[config.mk]
export PLATFORM = sky130hd
export DESIGN_NAME = glitch_sequencer
export DESIGN_NICKNAME = d
export VERILOG_FILES = /design/src/rtl/glitch_sequencer.sv
export SDC_FILE = /design/constraint.sdc
export NUM_CORES = 1
export LEC_CHECK = 0
export CAP_MARGIN = 30
export CORE_MARGIN = 1
export CORE_UTILIZATION = 40
export CTS_CLUSTER_DIAMETER = 200
export DETAILED_ROUTE_END_ITERATION = 7
export PLACE_DENSITY = 0.72
export SYNTH_ARGS = -nofsm -noshare
export SYNTH_HDL_FRONTEND = slang
export SYNTH_SLANG_ARGS = --single-unit
[constraint.sdc]
create_clock -name clk -period 4.2 [get_ports clk]
set_input_delay 0.84 -clock clk [delete_from_list [all_inputs] [get_ports clk]]
set_output_delay 0.84 -clock clk [all_outputs]
set_load 0.02 [all_outputs]
[src/rtl/glitch_sequencer.sv]
// glitch_sequencer: programmable train of N glitch pulses launched by a synchronised trigger edge.
// Optional random delay dither is compiled in with `define GLITCH_SEQ_DITHER_EN.
module glitch_sequencer #(
  parameter int unsigned CNT_W       = 32,
  parameter int unsigned PULSES_W    = 8,
  parameter int unsigned SYNC_STAGES = 2,
  parameter int unsigned DITHER_W    = 4
) (
  input  logic                clk,
  input  logic                rst,
  input  logic                arm,
  input  logic                trigger,
  input  logic                cfg_edge,
  input  logic [CNT_W-1:0]    cfg_delay,
  input  logic [CNT_W-1:0]    cfg_width,
  input  logic [CNT_W-1:0]    cfg_gap,
  input  logic [PULSES_W-1:0] cfg_count,
  output logic                glitch,
  output logic                busy,
  output logic                delay_active,
  output logic                done,
  output logic [PULSES_W-1:0] pulse_idx
);

  localparam int unsigned      SYNC_N  = (SYNC_STAGES < 2) ? 2 : SYNC_STAGES;
  localparam logic [CNT_W-1:0] CNT_ONE = CNT_W'(1);

  typedef enum logic [2:0] {
    S_IDLE,
    S_ARMED,
    S_DELAY,
    S_PULSE,
    S_GAP,
    S_DONE
  } state_t;

  state_t state_q, state_d;

  logic [SYNC_N-1:0]   sync_q;
  logic                trig_prev_q;
  logic                edge_q, edge_d;
  logic                trig_s, trig_idle;

  logic [CNT_W-1:0]    cnt_q, cnt_d;
  logic [PULSES_W-1:0] pulse_idx_q, pulse_idx_d;
  logic                latch_cfg;

  logic                cfg_edge_q;
  logic [CNT_W-1:0]    cfg_delay_q, cfg_width_q, cfg_gap_q;
  logic [PULSES_W-1:0] cfg_count_q;

  logic [DITHER_W-1:0] dither_r;
  logic [CNT_W:0]      delay_sum;
  logic [CNT_W-1:0]    delay_eff, width_eff, gap_eff;
  logic [PULSES_W-1:0] count_eff;

  logic glitch_q, glitch_d;
  logic busy_q, busy_d;
  logic delay_active_q, delay_active_d;
  logic done_q, done_d;

  always_ff @(posedge clk) begin
    if (rst) begin
      sync_q      <= '0;
      trig_prev_q <= 1'b0;
      edge_q      <= 1'b0;
    end else begin
      sync_q      <= {sync_q[SYNC_N-2:0], trigger};
      trig_prev_q <= trig_s;
      edge_q      <= edge_d;
    end
  end

  assign trig_s = sync_q[SYNC_N-1];

  // Edge is registered once more so first-pulse latency is SYNC_STAGES + 1 + D.
  always_comb begin
    edge_d    = cfg_edge_q ? (trig_prev_q & ~trig_s) : (trig_s & ~trig_prev_q);
    trig_idle = (trig_s == cfg_edge_q);
  end

`ifdef GLITCH_SEQ_DITHER_EN
  logic [15:0] lfsr_q;

  always_ff @(posedge clk) begin
    if (rst) begin
      lfsr_q <= 16'hACE1;
    end else begin
      lfsr_q <= {lfsr_q[14:0], lfsr_q[15] ^ lfsr_q[13] ^ lfsr_q[12] ^ lfsr_q[10]};
    end
  end

  assign dither_r = lfsr_q[DITHER_W-1:0];
`else
  assign dither_r = '0;
`endif

  // Effective delay saturates rather than wrapping when dither pushes it past the counter range.
  always_comb begin
    delay_sum = {1'b0, cfg_delay_q} + (CNT_W+1)'(dither_r);
    delay_eff = delay_sum[CNT_W] ? '1 : delay_sum[CNT_W-1:0];
    width_eff = (cfg_width_q == '0) ? CNT_ONE : cfg_width_q;
    gap_eff   = (cfg_gap_q == '0) ? CNT_ONE : cfg_gap_q;
    count_eff = (cfg_count_q == '0) ? PULSES_W'(1) : cfg_count_q;
  end

  always_ff @(posedge clk) begin
    if (rst) begin
      state_q     <= S_IDLE;
      cnt_q       <= '0;
      pulse_idx_q <= '0;
      cfg_edge_q  <= 1'b0;
      cfg_delay_q <= '0;
      cfg_width_q <= '0;
      cfg_gap_q   <= '0;
      cfg_count_q <= '0;
    end else begin
      state_q     <= state_d;
      cnt_q       <= cnt_d;
      pulse_idx_q <= pulse_idx_d;
      if (latch_cfg) begin
        cfg_edge_q  <= cfg_edge;
        cfg_delay_q <= cfg_delay;
        cfg_width_q <= cfg_width;
        cfg_gap_q   <= cfg_gap;
        cfg_count_q <= cfg_count;
      end
    end
  end

  always_comb begin
    state_d     = state_q;
    cnt_d       = cnt_q;
    pulse_idx_d = pulse_idx_q;
    latch_cfg   = 1'b0;
    unique case (state_q)
      S_IDLE: begin
        if (arm) begin
          state_d     = S_ARMED;
          latch_cfg   = 1'b1;
          pulse_idx_d = '0;
        end
      end
      S_ARMED: begin
        if (!arm) begin
          state_d = S_IDLE;
        end else if (edge_q) begin
          if (delay_eff == '0) begin
            state_d = S_PULSE;
            cnt_d   = width_eff;
          end else begin
            state_d = S_DELAY;
            cnt_d   = delay_eff;
          end
        end
      end
      S_DELAY: begin
        if (!arm) begin
          state_d = S_IDLE;
        end else if (cnt_q == CNT_ONE) begin
          state_d = S_PULSE;
          cnt_d   = width_eff;
        end else begin
          cnt_d = cnt_q - CNT_ONE;
        end
      end
      S_PULSE: begin
        if (!arm) begin
          state_d = S_IDLE;
        end else if (cnt_q == CNT_ONE) begin
          if (pulse_idx_q < (count_eff - PULSES_W'(1))) begin
            state_d     = S_GAP;
            cnt_d       = gap_eff;
            pulse_idx_d = pulse_idx_q + PULSES_W'(1);
          end else begin
            state_d = S_DONE;
          end
        end else begin
          cnt_d = cnt_q - CNT_ONE;
        end
      end
      S_GAP: begin
        if (!arm) begin
          state_d = S_IDLE;
        end else if (cnt_q == CNT_ONE) begin
          state_d = S_PULSE;
          cnt_d   = width_eff;
        end else begin
          cnt_d = cnt_q - CNT_ONE;
        end
      end
      S_DONE: begin
        if (!arm && trig_idle) begin
          state_d = S_IDLE;
        end
      end
      default: state_d = S_IDLE;
    endcase
  end

  always_comb begin
    glitch_d       = (state_d == S_PULSE);
    busy_d         = (state_d == S_ARMED) || (state_d == S_DELAY) ||
                     (state_d == S_PULSE) || (state_d == S_GAP);
    delay_active_d = (state_d == S_DELAY);
    done_d         = (state_d == S_DONE);
  end

  always_ff @(posedge clk) begin
    if (rst) begin
      glitch_q       <= 1'b0;
      busy_q         <= 1'b0;
      delay_active_q <= 1'b0;
      done_q         <= 1'b0;
    end else begin
      glitch_q       <= glitch_d;
      busy_q         <= busy_d;
      delay_active_q <= delay_active_d;
      done_q         <= done_d;
    end
  end

  assign glitch       = glitch_q;
  assign busy         = busy_q;
  assign delay_active = delay_active_q;
  assign done         = done_q;
  assign pulse_idx    = pulse_idx_q;

endmodule

### Word-level counts from Yosys, hierarchy flattened

Cells that the tools add are included.

| word-level totals | value |
|---|---|
| bits of input ports | 109 |
| bits in registers | 156 |
| output and inout port bits | 12 |
| word-level logic and storage cells | 89 |

| operators by class | value |
|---|---|
| equal/unequal tests | 20 |
| reductions and logical operators | 15 |
| muxes and demuxes | 31 |
| bitwise gates (word level) | 4 |
| magnitude comparators | 1 |
| add/sub/neg operators | 3 |

Operators by type and width:

| operator | number |
|---|---|
| two-way mux 32 bit | 10 |
| zero test 32 bit | 3 |
| one-hot mux 32 bit (3 select lines) | 1 |
| two-way mux 8 bit | 5 |
| equality test 32 x 1 -> 1 bit, second input constant | 1 |
| subtractor 32 x 1 -> 32 bit, second input constant | 1 |
| two-way mux 3 bit | 8 |
| one-hot mux 8 bit (2 select lines) | 1 |
| one-hot mux 3 bit (5 select lines) | 1 |
| equality test 3 x 2 -> 1 bit, second input constant | 4 |
| equality test 3 bit, second input constant | 4 |
| inequality test 2 bit, second input constant | 6 |
| adder 8 x 1 -> 8 bit, second input constant | 1 |
| zero test 8 bit | 1 |
| less-than comparator 8 bit | 1 |
| subtractor 8 x 1 -> 8 bit, second input constant | 1 |
| equality test 3 x 1 -> 1 bit, second input constant | 2 |
| AND reduction 6 bit | 1 |
| two-way mux 1 bit | 5 |
| AND reduction 5 bit | 1 |
| zero test 3 bit | 1 |
| logical OR 1 bit | 3 |
| inequality test 3 bit, second input constant | 1 |
| nonzero test 3 bit | 1 |
| 8 further kinds | 10 |

### Logic depth before layout (Yosys ltp)

| logic depth | value |
|---|---|
| depth after elaboration | 12 |
| mapped depth | 16 |
| gate-level depth less buffers | 14 |

### Worst setup path before layout

OpenSTA, ideal clock, no wires.

| timing | value |
|---|---|
| path kind | register to register |
| from | register cfg_count_q[2] |
| to | register cnt_q[20] |
| stages on the path, launching flop included | 16 |
| arrival | 3458 ps |
| data required time | 4084 ps |
| library setup time | 116 ps |
| path slack | 626 ps |
| path buffers | 2 |
| cells stage by stage | dfxtp_1 or4_1 o31ai_1 nor3_1 nand2b_1 nor2_1 xnor2_1 ha_1 nand4_1 nor2_1 a211o_1 a31oi_1 clkbuf_1 clkbuf_1 o21ai_0 a31o_2 |

| on the way | value |
|---|---|
| word-level cells in the longest chain between the ends | 6 |

RTL lines:

| what | RTL line | RTL |
|---|---|---|
| from (decl) | 50 | `logic [PULSES_W-1:0] cfg_count_q;` |
| from (signal assigned) | 126 | `cfg_count_q <= cfg_count;` |
| zero test 8 bit | 104 | `count_eff = (cfg_count_q == '0) ? PULSES_W'(1) : cfg_count_q;` |
| two-way mux 8 bit (*) | 104 |  |
| subtractor 8 x 1 -> 8 bit (*) | 171 | `if (pulse_idx_q < (count_eff - PULSES_W'(1))) begin` |
| less-than comparator 8 bit (*) | 171 |  |
| inequality test 3 bit (no source line) (*) | n/a |  |
| AND reduction 6 bit (no source line) (*) | n/a |  |
| to (signal assigned) | 119 | `cnt_q <= cnt_d;` |
| to (decl) | 44 | `logic [CNT_W-1:0] cnt_q, cnt_d;` |

Mark *: on every way between the ends. The rest lies on a longest branch, timed or not.
A chain may end at the register's enable or synchronous reset.

### Worst setup path after layout

| timing | value |
|---|---|
| from | register cfg_count_q[2] |
| to | register cnt_q[25] |

Same word-level chain as after synthesis.

==> results.json <==
{
  "outcome": "finished, violations left",
  "violations": "DRC",
  "final-hold-violation-count": 0,
  "numCtsBuffers": 17,
  "critPathKind": "flop to flop",
  "vias_per_cell": 5.64,
  "num_vias": 7516,
  "row_count": 49,
  "wl_per_cell_um": 16.3,
  "syn-cell-area_mm2": 0.00752,
  "yosysTopAreaCell": "dfxtp_1",
  "ys.flop_type": "dfxtp_1",
  "synth_top_area_frac": 0.415,
  "clock_skew_ns": 0.0108,
  "postCtsSetupBuffers": 0,
  "die_x_um": 139,
  "clk_latency_ns": 0.44,
  "core_area_mm2": 0.0182,
  "drc_errors": 6,
  "cp-start-kind": "flop",
  "holdWs_ns": 0.448,
  "first_pass_iters": 8,
  "wl_met1_um": 9540,
  "synthTopCellsByArea": "dfxtp_1 (42%), nand2_1 (12%), a21oi_1 (10%)",
  "synth.most_common_cell": "nand2_1",
  "htree_levels": 4,
  "route.met3.wl_um": 1690,
  "dr.first_iter.drc_count": 777,
  "synth_edf_count": 0,
  "place_inst": 1300,
  "grt_pass1_vias": 7018,
  "initial_core_util": 0.413,
  "max-clock-path-buffers": 2,
  "ioPinCount": 121,
  "totalWireLength_um": 21800,
  "dr_wl_met2_um": 9950,
  "highest_layer": "met4",
  "vdd_drop_max_mv": 0.278,
  "grt_usage": 0.229,
  "syn-num-nets": 1116,
  "grt_max_degree": 80,
  "drive_gt1_frac": 0.0698,
  "power_density_mw_per_mm2": 370,
  "tightest_slew_ns": 0.959,
  "critPathMaxFanout": 13,
  "cts-resized-gates": 0,
  "synth_cell_types": 60,
  "synthTopCellsByCount": "nand2_1 (248), a21oi_1 (157), dfxtp_1 (156)",
  "yosysSeqAreaShare": 0.415,
  "cp.arrival_ns": 4.15,
  "end_kind": "flop",
  "fin_nets": 1209,
  "p_leak_nw": 3.53,
  "post_synth.cell_area_avg_um2": 7.54,
  "gp_congestion": 0.920,
  "antenna_left": 0,
  "clockRootBuffer": "clkbuf_16",
  "tritoncts": "yes",
  "setup_violations": 0,
  "setup-tns-final_ns": 0,
  "yosysWarnings": 0,
  "syn_to_final_growth_pct": 25.7,
  "final_cell_count_no_fill": 1332,
  "yosys_register_bits": 156,
  "n_antenna_cell": 0,
  "slew_headroom": 0.358,
  "synthArstFlopShare": 0,
  "report.final.slew_viol_count": 0,
  "grt.overflow.total": 0,
  "postCtsHoldBufs": 0,
  "postSynthCellCount": 997,
  "finalCritPeriodShare": 0.920,
  "grt_pass1_wl_um": 35600,
  "die_area_mm2": 0.0194,
  "clkSinkCount": 156,
  "max_freq_ghz": 0.259,
  "min_path_type": "flop to flop",
  "final.min_clock_period_ns": 3.87,
  "post-dp-hpwl_um": 15400,
  "clk_pin_slew_ns": 0.07,
  "port_buffers": 120,
  "antenna_found_initial": 0,
  "worst_ep_required_time_ns": 4.49,
  "drv_cap": 0,
  "die_y_um": 139,
  "rsz0062_at_grt": "false"
}
final cells by class:
type,count,area (um^2)
clock inverter,14,123
clock buffer,18,439
inverter,9,33.8
tap,229,287
timing repair buffer,138,1330
multi-input combinational,768,4110
fill,1749,8760
sequential,156,3120
flip-flops by register name (all words and copies together), names as in the netlist, 2 cells and up:
register and cells:
cfg_gap_q 32, state_q 3, cfg_width_q 32, cnt_q 32, pulse_idx 8, cfg_count_q 8, cfg_delay_q 32, sync_q 2
logic make-up after synthesis:
family	Yosys count	synth area share
AND/OR/NAND/NOR	443	0.266
AO/OA/AOI/OAI	288	0.229
flip-flops	156	0.415
buffers and inverters	73	0.0411
XOR/XNOR	25	0.0291
adder cells (fa/ha/maj)	10	0.0166
multiplexers	2	0.00266
per-stage QoR:
step	total power [mW]	utilization	area, um^2	setup WS, ns
floorplan	1.87	-	7520	0.626
global placement	2.05	0.488	8890	0.565
detailed placement	2.06	0.488	8890	0.397
CTS	3.52	0.519	9450	0.393
global route	3.63	0.519	9450	0.0999
finish	3.50	0.519	9450	0.335
placed cells by master (no fill, tap or decap), types with 4 or more instances in the layout:
| master | synthesis | routed |
|---|---|---|
| inv_6 | 0 | 8 |
| a221oi_1 | 11 | 11 |
| nor4_1 | 32 | 31 |
| nor3_1 | 18 | 17 |
| or3_1 | 6 | 6 |
| o221a_2 | 5 | 5 |
| ha_1 | 10 | 10 |
| nand2_1 | 248 | 247 |
| nand2b_1 | 5 | 5 |
| and4_1 | 4 | 4 |
| o21ai_0 | 38 | 38 |
| nand3_1 | 20 | 20 |
| a211oi_1 | 6 | 6 |
| a31oi_1 | 9 | 8 |
| a21oi_1 | 157 | 156 |
| xor2_1 | 11 | 11 |
| a22oi_1 | 12 | 12 |
| nor2_1 | 67 | 67 |
| or4_1 | 4 | 4 |
| dfxtp_1 | 156 | 156 |
| nor2b_1 | 5 | 5 |
| o31ai_1 | 4 | 4 |
| a2bb2oi_1 | 5 | 5 |
| o22ai_1 | 12 | 12 |
| inv_1 | 8 | 8 |
| a22o_1 | 5 | 5 |
| xnor2_1 | 14 | 14 |
| clkbuf_16 | 0 | 17 |
| and3_1 | 4 | 4 |
| nand4_1 | 11 | 11 |
| buf_4 | 0 | 19 |
| clkdlybuf4s50_1 | 0 | 119 |
metal layers:
layer,track usage,vias up
met5,0,-
met4,0.0883,0
met3,0.0556,44
met2,0.365,322
met1,0.299,3429
li1,-,3721
critical path: stages (launching register included):
cell      delay [ns]
dfxtp_1         0.35
or4_1           0.53
o31ai_1         0.46
nor3_1          0.17
nand2b_1        0.16
nor2_1          0.07
xnor2_1         0.13
ha_1            0.29
nand4_1         0.10
nor2_1          0.06
a211o_1         0.39
a31oi_2         0.39
buf_4           0.28
o21ai_0         0.12
o22ai_1         0.16
nor2_1          0.06
report_power, final:
group	switching (mW)	total [mW]	internal, mW	leakage, nW
clock network	0.678	1.47	0.792	0.272
logic	0.223	0.427	0.204	1.98
registers	0.0632	1.60	1.54	1.27
total	0.963	3.50	2.54	3.53
worst paths after layout:
kind / slack (ns) / endpoint / depth (start not counted) / startpoint
max: 0.33 / cnt_q[25] / 15 / cfg_count_q[2]
min: 0.45 / sync_q[1] / 1 / sync_q[0]
max reg2reg: 0.33 / cnt_q[25] / 15 / cfg_count_q[2]
min reg2reg: 0.45 / sync_q[1] / 1 / sync_q[0]
No activity file was read; power rests on OpenSTA's default activity.
